[src/rtl/boot_loader_ctrl.sv]
// boot_loader_ctrl
// Copies BOOT_LEN bytes from a boot ROM into a destination memory, one byte
// every two cycles when the sink does not stall. When the copy finishes, it
// pulses execute_enable so the CPU can jump to EXEC_ADDR.
//
// Optional feature: define BOOT_CHECKSUM_EN to build the running modulo-256
// checksum of the accepted bytes. When it is undefined, checksum is tied to 0.
//
// Ports
//   clk_sys         system clock; all logic uses its rising edge
//   reset_n         asynchronous, active-low reset
//   start           one-cycle request to begin a copy (ignored while busy)
//   abort           synchronous cancel of a copy in progress
//   rom_addr/data   boot ROM read port; data is sampled one cycle after addr
//   mem_addr/data   destination write address and data
//   mem_wr          write request; a write is accepted when mem_wait is low
//   mem_wait        sink stall
//   busy            high whenever the FSM is not idle
//   execute_enable  one-cycle completion pulse
//   execute_addr    constant EXEC_ADDR
//   checksum        modulo-256 sum of the copied bytes
module boot_loader_ctrl #(
  parameter int          BOOT_LEN  = 276,
  parameter logic [15:0] MEM_BASE  = 16'h0000,
  parameter logic [15:0] EXEC_ADDR = 16'h0000
) (
  input  logic        clk_sys,
  input  logic        reset_n,
  input  logic        start,
  input  logic        abort,
  output logic [15:0] rom_addr,
  input  logic [7:0]  rom_data,
  output logic [15:0] mem_addr,
  output logic [7:0]  mem_data,
  output logic        mem_wr,
  input  logic        mem_wait,
  output logic        busy,
  output logic        execute_enable,
  output logic [15:0] execute_addr,
  output logic [7:0]  checksum
);

  typedef enum logic [1:0] {IDLE, FETCH, WRITE, DONE} state_t;

  // Index of the final byte. BOOT_LEN = 65536 maps to 16'hFFFF.
  localparam logic [15:0] LAST_IDX = 16'(BOOT_LEN - 1);

  state_t      state_reg, state_next;
  logic [15:0] idx_reg, idx_next;
  logic [15:0] rom_addr_reg, rom_addr_next;
  logic [7:0]  mem_data_reg, mem_data_next;
  logic        accept;
  logic        start_ok;

  assign accept   = (state_reg == WRITE) && !mem_wait;
  assign start_ok = (state_reg == IDLE) && start && !abort;

  always_ff @(posedge clk_sys or negedge reset_n) begin
    if (!reset_n) begin
      state_reg <= IDLE;
    end else begin
      state_reg <= state_next;
    end
  end

  always_ff @(posedge clk_sys or negedge reset_n) begin
    if (!reset_n) begin
      idx_reg      <= 16'h0000;
      rom_addr_reg <= 16'h0000;
      mem_data_reg <= 8'h00;
    end else begin
      idx_reg      <= idx_next;
      rom_addr_reg <= rom_addr_next;
      mem_data_reg <= mem_data_next;
    end
  end

  // rom_addr is loaded on the edge that enters FETCH. The ROM answer is then
  // valid by the following edge, when it is latched into mem_data.
  always_comb begin
    state_next    = state_reg;
    idx_next      = idx_reg;
    rom_addr_next = rom_addr_reg;
    mem_data_next = mem_data_reg;
    case (state_reg)
      IDLE: begin
        if (start_ok) begin
          state_next    = FETCH;
          idx_next      = 16'h0000;
          rom_addr_next = 16'h0000;
        end
      end
      FETCH: begin
        mem_data_next = rom_data;
        state_next    = abort ? IDLE : WRITE;
      end
      WRITE: begin
        if (abort) begin
          state_next = IDLE;
        end else if (accept) begin
          if (idx_reg == LAST_IDX) begin
            state_next = DONE;
          end else begin
            idx_next      = idx_reg + 16'd1;
            rom_addr_next = idx_reg + 16'd1;
            state_next    = FETCH;
          end
        end
      end
      DONE: begin
        state_next = IDLE;
      end
      default: begin
        state_next = IDLE;
      end
    endcase
  end

  assign rom_addr       = rom_addr_reg;
  assign mem_addr       = MEM_BASE + idx_reg;
  assign mem_data       = mem_data_reg;
  assign mem_wr         = (state_reg == WRITE);
  assign busy           = (state_reg != IDLE);
  assign execute_enable = (state_reg == DONE);
  assign execute_addr   = EXEC_ADDR;

`ifdef BOOT_CHECKSUM_EN
  logic [7:0] csum_reg, csum_next;

  // A write that is accepted on the same edge as an abort still counts.
  always_comb begin
    csum_next = csum_reg;
    if (start_ok) begin
      csum_next = 8'h00;
    end else if (accept) begin
      csum_next = csum_reg + mem_data_reg;
    end
  end

  always_ff @(posedge clk_sys or negedge reset_n) begin
    if (!reset_n) begin
      csum_reg <= 8'h00;
    end else begin
      csum_reg <= csum_next;
    end
  end

  assign checksum = csum_reg;
`else
  assign checksum = 8'h00;
`endif

endmodule

[config.mk]
export PLATFORM = sky130hd
export DESIGN_NAME = boot_loader_ctrl
export DESIGN_NICKNAME = d
export VERILOG_FILES = /design/src/rtl/boot_loader_ctrl.sv
export SDC_FILE = /design/constraint.sdc
export NUM_CORES = 1
export LEC_CHECK = 0
export ABC_AREA = 1
export BUFFER_PORTS_ARGS = -buffer_cell sky130_fd_sc_hd__buf_2
export CORE_ASPECT_RATIO = 1.25
export CORE_MARGIN = 4
export CORE_UTILIZATION = 43
export DETAILED_ROUTE_END_ITERATION = 8
export HOLD_SLACK_MARGIN = 0.12
export PLACE_DENSITY = 0.76
export SLEW_MARGIN = 15
export SYNTH_ARGS = -nofsm -noshare
export SYNTH_HDL_FRONTEND = slang
export SYNTH_SLANG_ARGS = --single-unit
[constraint.sdc]
create_clock -name clk_sys -period 1.3 [get_ports clk_sys]
set_clock_uncertainty 0.05 [all_clocks]
set_input_delay 0.065 -clock clk_sys [delete_from_list [all_inputs] [get_ports clk_sys]]
set_output_delay 0.065 -clock clk_sys [all_outputs]
set_load 0.03 [all_outputs]
### Word level (Yosys, flattened, before mapping)

Index checks and enable logic that the tools add are counted.

* add/subtract/negate cells: 1
* equal/unequal tests: 9
* mux-type cells: 11
* reduce and logical (&&, ||, !) cells: 10

Operators with widths (number)
* $mux W16: 4
* $pmux W16 S2: 1
* $add A16 B1 Y16 const B: 1
* $eq A16 B9 Y1 const B: 1
* $mux W2: 5
* $pmux W2 S4: 1
* $ne A2 B2 Y1 const B: 3
* $reduce_and A5 Y1: 1
* $eq A2 B2 Y1 const B: 2
* $reduce_bool A2 Y1: 2
* $logic_and A1 B1 Y1: 3
* $ne A3 B2 Y1 const B: 1
* $eq A2 B1 Y1 const B: 1
* $logic_not A1 Y1: 2
* $logic_not A2 Y1: 1
* $ne A2 B1 Y1 const B: 1
* $reduce_and A2 Y1: 1

* flip-flop bits (word level): 26
* input bits: 13
* output and inout port bits: 67
* word-level logic and storage cells: 34

### Depth between registers and ports, before layout

* depth in word-level cells: 5
* depth in mapped cells: 12
* gate-level depth less buffers: 11

### Worst setup path before layout

Ideal clock, no wire load.

* path kind: register -> register
* start point: register, netlist name rom_addr[0]
* end point: register rom_addr_reg[9], in the netlist rom_addr[9]
* setup time: 0.119 ns
* arrival time: 1.535 ns
* data required time: 1.131 ns
* setup slack: -0.404 ns
* stages on the path, launching flop included: 12
* path buffers: 1
* period minus slack after synthesis: 1.704 ns
* path through: dfrtp_1 -> ha_1 -> inv_1 -> nor2_1 -> nand2_1 -> nor2_1 -> nand2_1 -> nand2_2 -> nand2_2 -> buf_2 -> nand3_1 -> nand2_1

RTL lines
* end signal, assigned: RTL line 73 `rom_addr_reg <= rom_addr_next;`
* end, declared: RTL line 50 `logic [15:0] rom_addr_reg, rom_addr_next;`

==> qor.yml <==
run_status:
  outcome: "complete, but fails checks"
  violations: "setup timing"
clock_tree:
  h-tree-depth: 1
  worstSkewPairLatency_ns: 0.28
  clockBufferDepth: 2
  clk_pin_slew_ns: 0.09
  cts-root-buf: "clkbuf_8"
  cts_made_buffers: 3
  tritoncts: "yes"
  clock_sinks: 26
setup_path:
  path_max_fanout: 10
  cp_top_family: "simple AND/OR/NAND/NOR gates"
  crit_path_start_kind: "flip-flop"
  worstReg2RegStart: "rom_addr[1]$_DFFE_PN0P_"
  timing.rr.end: "rom_addr[1]$_DFFE_PN0P_"
  end_kind: "flip-flop"
  r2r_slack_ns: -0.28
  crit_buf_inv: 2
  critical_path.max_stage_delay_ns: 0.40
  cp_cell_sequence: "ha_4 -> inv_2 -> nor2_2 -> nand2_1 -> nor2_1 -> nand2_1 -> nand2_2 -> nand2_4 -> buf_12 -> nand3b_1 -> nand2_1"
  path_class: "reg -> reg"
  cpMostUsedCell: "nand2_1"
  r2r_cells: 11
  cp_slowest_cell: "dfrtp_2"
  required_ns: 1.42
  worst_ep_arrival_time_ns: 1.70
sta:
  slew_headroom: 0.592
  period_share: 1.21
  setup_ws_ns: -0.276
  final-setup-viol-count: 27
  hold_viol_final: 0
  rsz0062_at_grt: "yes"
  finalSetupTns_ns: -4.47
  whs_ns: 0.216
  slew_viol_final: 0
  timing.final.crit_period_ns: 1.58
  worst_slew_pin_slew_ns: 0.611
  max_freq_mhz: 635
pwr:
  power.total_uw: 3850
  leakagePower_uw: 0.00146
  worst_ir_drop_vdd_uv: 1310
  p_per_area_mw_per_mm2: 1430
min_path:
  min_to: "rom_addr[12]$_DFFE_PN0P_"
  min_path_cells: 6
  hp-class: "in -> reg"
  min_from: "mem_wait"
floorplanning:
  die_width_um: 67.3
  core_area_mm2: 0.00416
  ios: 80
  initial_core_util: 0.453
  rows: 26
  dieArea_mm2: 0.00552
  die_y_um: 82.1
synthesis:
  synthSimpleGateAreaFrac: 0.333
  synth_top_area_cell: "dfrtp_1"
  synth_cell_types: 25
  ys_ff_latch: 26
  synth_top_area_frac: 0.345
  synth_seq_area_share: 0.345
  synth-compound-area-share: 0.0417
  ys_warn_count: 0
  synth_xor_area_frac: 0
  synth.area.mux_share: 0.0477
  synth.area.top_cells: "dfrtp_1, nand2_1, buf_4"
  synth_top_family_by_area: "simple AND/OR/NAND/NOR gates"
  syn_inst: 266
  syn-cell-area_mm2: 0.00189
  synth_fa_ha_area_frac: 0.00663
  syn_area_per_cell_um2: 7.10
global_route:
  track_usage: 0.203
  grt_pass1_vias: 1992
  grt_start_max_net_pins: 27
  antenna_found_initial: 0
  overflow: 0
  grt_pass1_wl_um: 8680
routing:
  vias: 1939
  ant_nets: 0
  wl_per_cell_um: 12.8
  first_iter_violations: 67
  drt_pre_antenna_iters: 4
  routed_wl_um: 5320
  post-route-drc-count: 0
  viasPerCell: 4.65
placement:
  placed_cell_area_mm2: 0.00238
  gp_congestion: 0.864
  pre_cts_ws_ns: -0.201
  hpwl_um: 3800
  numPortBuffers: 55
layout:
  seqCellArea_um2: 662
  layout_common_cells: "nand2_1, buf_2, buf_4"
  n_antenna_cell: 0
  final.fill_count: 368
  drive_gt1_frac: 0.427
  final_nets: 376
  area_delta_synth_final_pct: 43.1
  stdcell_area_mm2: 0.00270
  final_common_cell: "nand2_1"
  largest_register_ffs: 16
  multi_input_comb_area_mm2: 0.00104
flow_run:
  cap_viol_max_count: 0
## what timing repair did
| item | CTS | global route |
|---|---|---|
| endpoints found under the hold margin | 36 | 0 |
| buffers inserted | 1 | 3 |
| pin swaps | 10 | 0 |
| endpoints found under the setup margin | 18 | 28 |
| resized for setup | 14 | 24 |
| hold buffers | 11 | 0 |
| cloned | 0 | 0 |
## cell families after synthesis
group	count (synthesis)
DFF	26
AOI/OAI and AO/OA	13
adders and majority gates	1
other	1
and+or+nand+nor	147
buffers and inverters	70
muxes	8
## layer usage
metal | share of wire | routed length (µm) | up-vias | track usage
met2 | 0.54 | 2880 | 78 | 0.382
met3 | 0.064 | 343 | 9 | 0.0328
met5 | 0 | 0 | - | 0
met1 | 0.38 | 2010 | 902 | 0.225
li1 | - | - | 950 | -
met4 | 0.017 | 93 | 0 | 0.0730
## final cells by class
type / instances / share of cell area
well taps: 56 / 0.0259
flip-flops and latches: 26 / 0.245
clock buffers: 4 / 0.0167
multi-input cells: 193 / 0.385
repair buffers: 112 / 0.292
inverters: 26 / 0.0361
## how the worst max path moves through the flow
stage,start,end,depth (start not counted)
final,rom_addr[1]$_DFFE_PN0P_,rom_addr[1]$_DFFE_PN0P_,11
after global routing,rom_addr[0]$_DFFE_PN0P_,rom_addr[1]$_DFFE_PN0P_,11
after CTS,rom_addr[0]$_DFFE_PN0P_,rom_addr[0]$_DFFE_PN0P_,10
after detailed placement,rom_addr[0]$_DFFE_PN0P_,rom_addr[6]$_DFFE_PN0P_,11
after global placement,rom_addr[6]$_DFFE_PN0P_,rom_addr[14]$_DFFE_PN0P_,10
after floorplan,rom_addr[0]$_DFFE_PN0P_,rom_addr[9]$_DFFE_PN0P_,12
## Yosys cell counts, drive strengths merged
cell type / n
nand2: 91
buf: 44
nor2: 32
dfrtp: 26
inv: 26
nand3: 16
mux2: 8
a21oi: 5
o21ai: 4
nand4: 3
nor3: 3
o21bai: 2
a211oi: 1
conb: 1
ha: 1
nand3b: 1
nor3b: 1
o21a: 1
## tightest hold or removal path: cells and delay by family
| family | cells | cell delay (ns) |
|---|---|---|
| AND/OR/NAND/NOR | 4 | 0.25 |
| AO/OA/AOI/OAI | 1 | 0.11 |
| buffers and inverters | 1 | 0.09 |
## power breakdown
part           switching, µW  total (µW)  leakage, µW  internal [µW]
clock                    270         490    0.0000228            220
combinational           1320        2260      0.00111            938
sequential               123        1100     0.000328            981
## stage by stage
| stage | utilization | std cells |
|---|---|---|
| global placement | 0.572 | 398 |
| finish | 0.649 | 417 |
| global route | 0.649 | 417 |
| detailed placement | 0.572 | 398 |
| CTS | 0.626 | 414 |
| floorplan | - | 289 |
No activity file was read; power rests on OpenSTA's default activity.
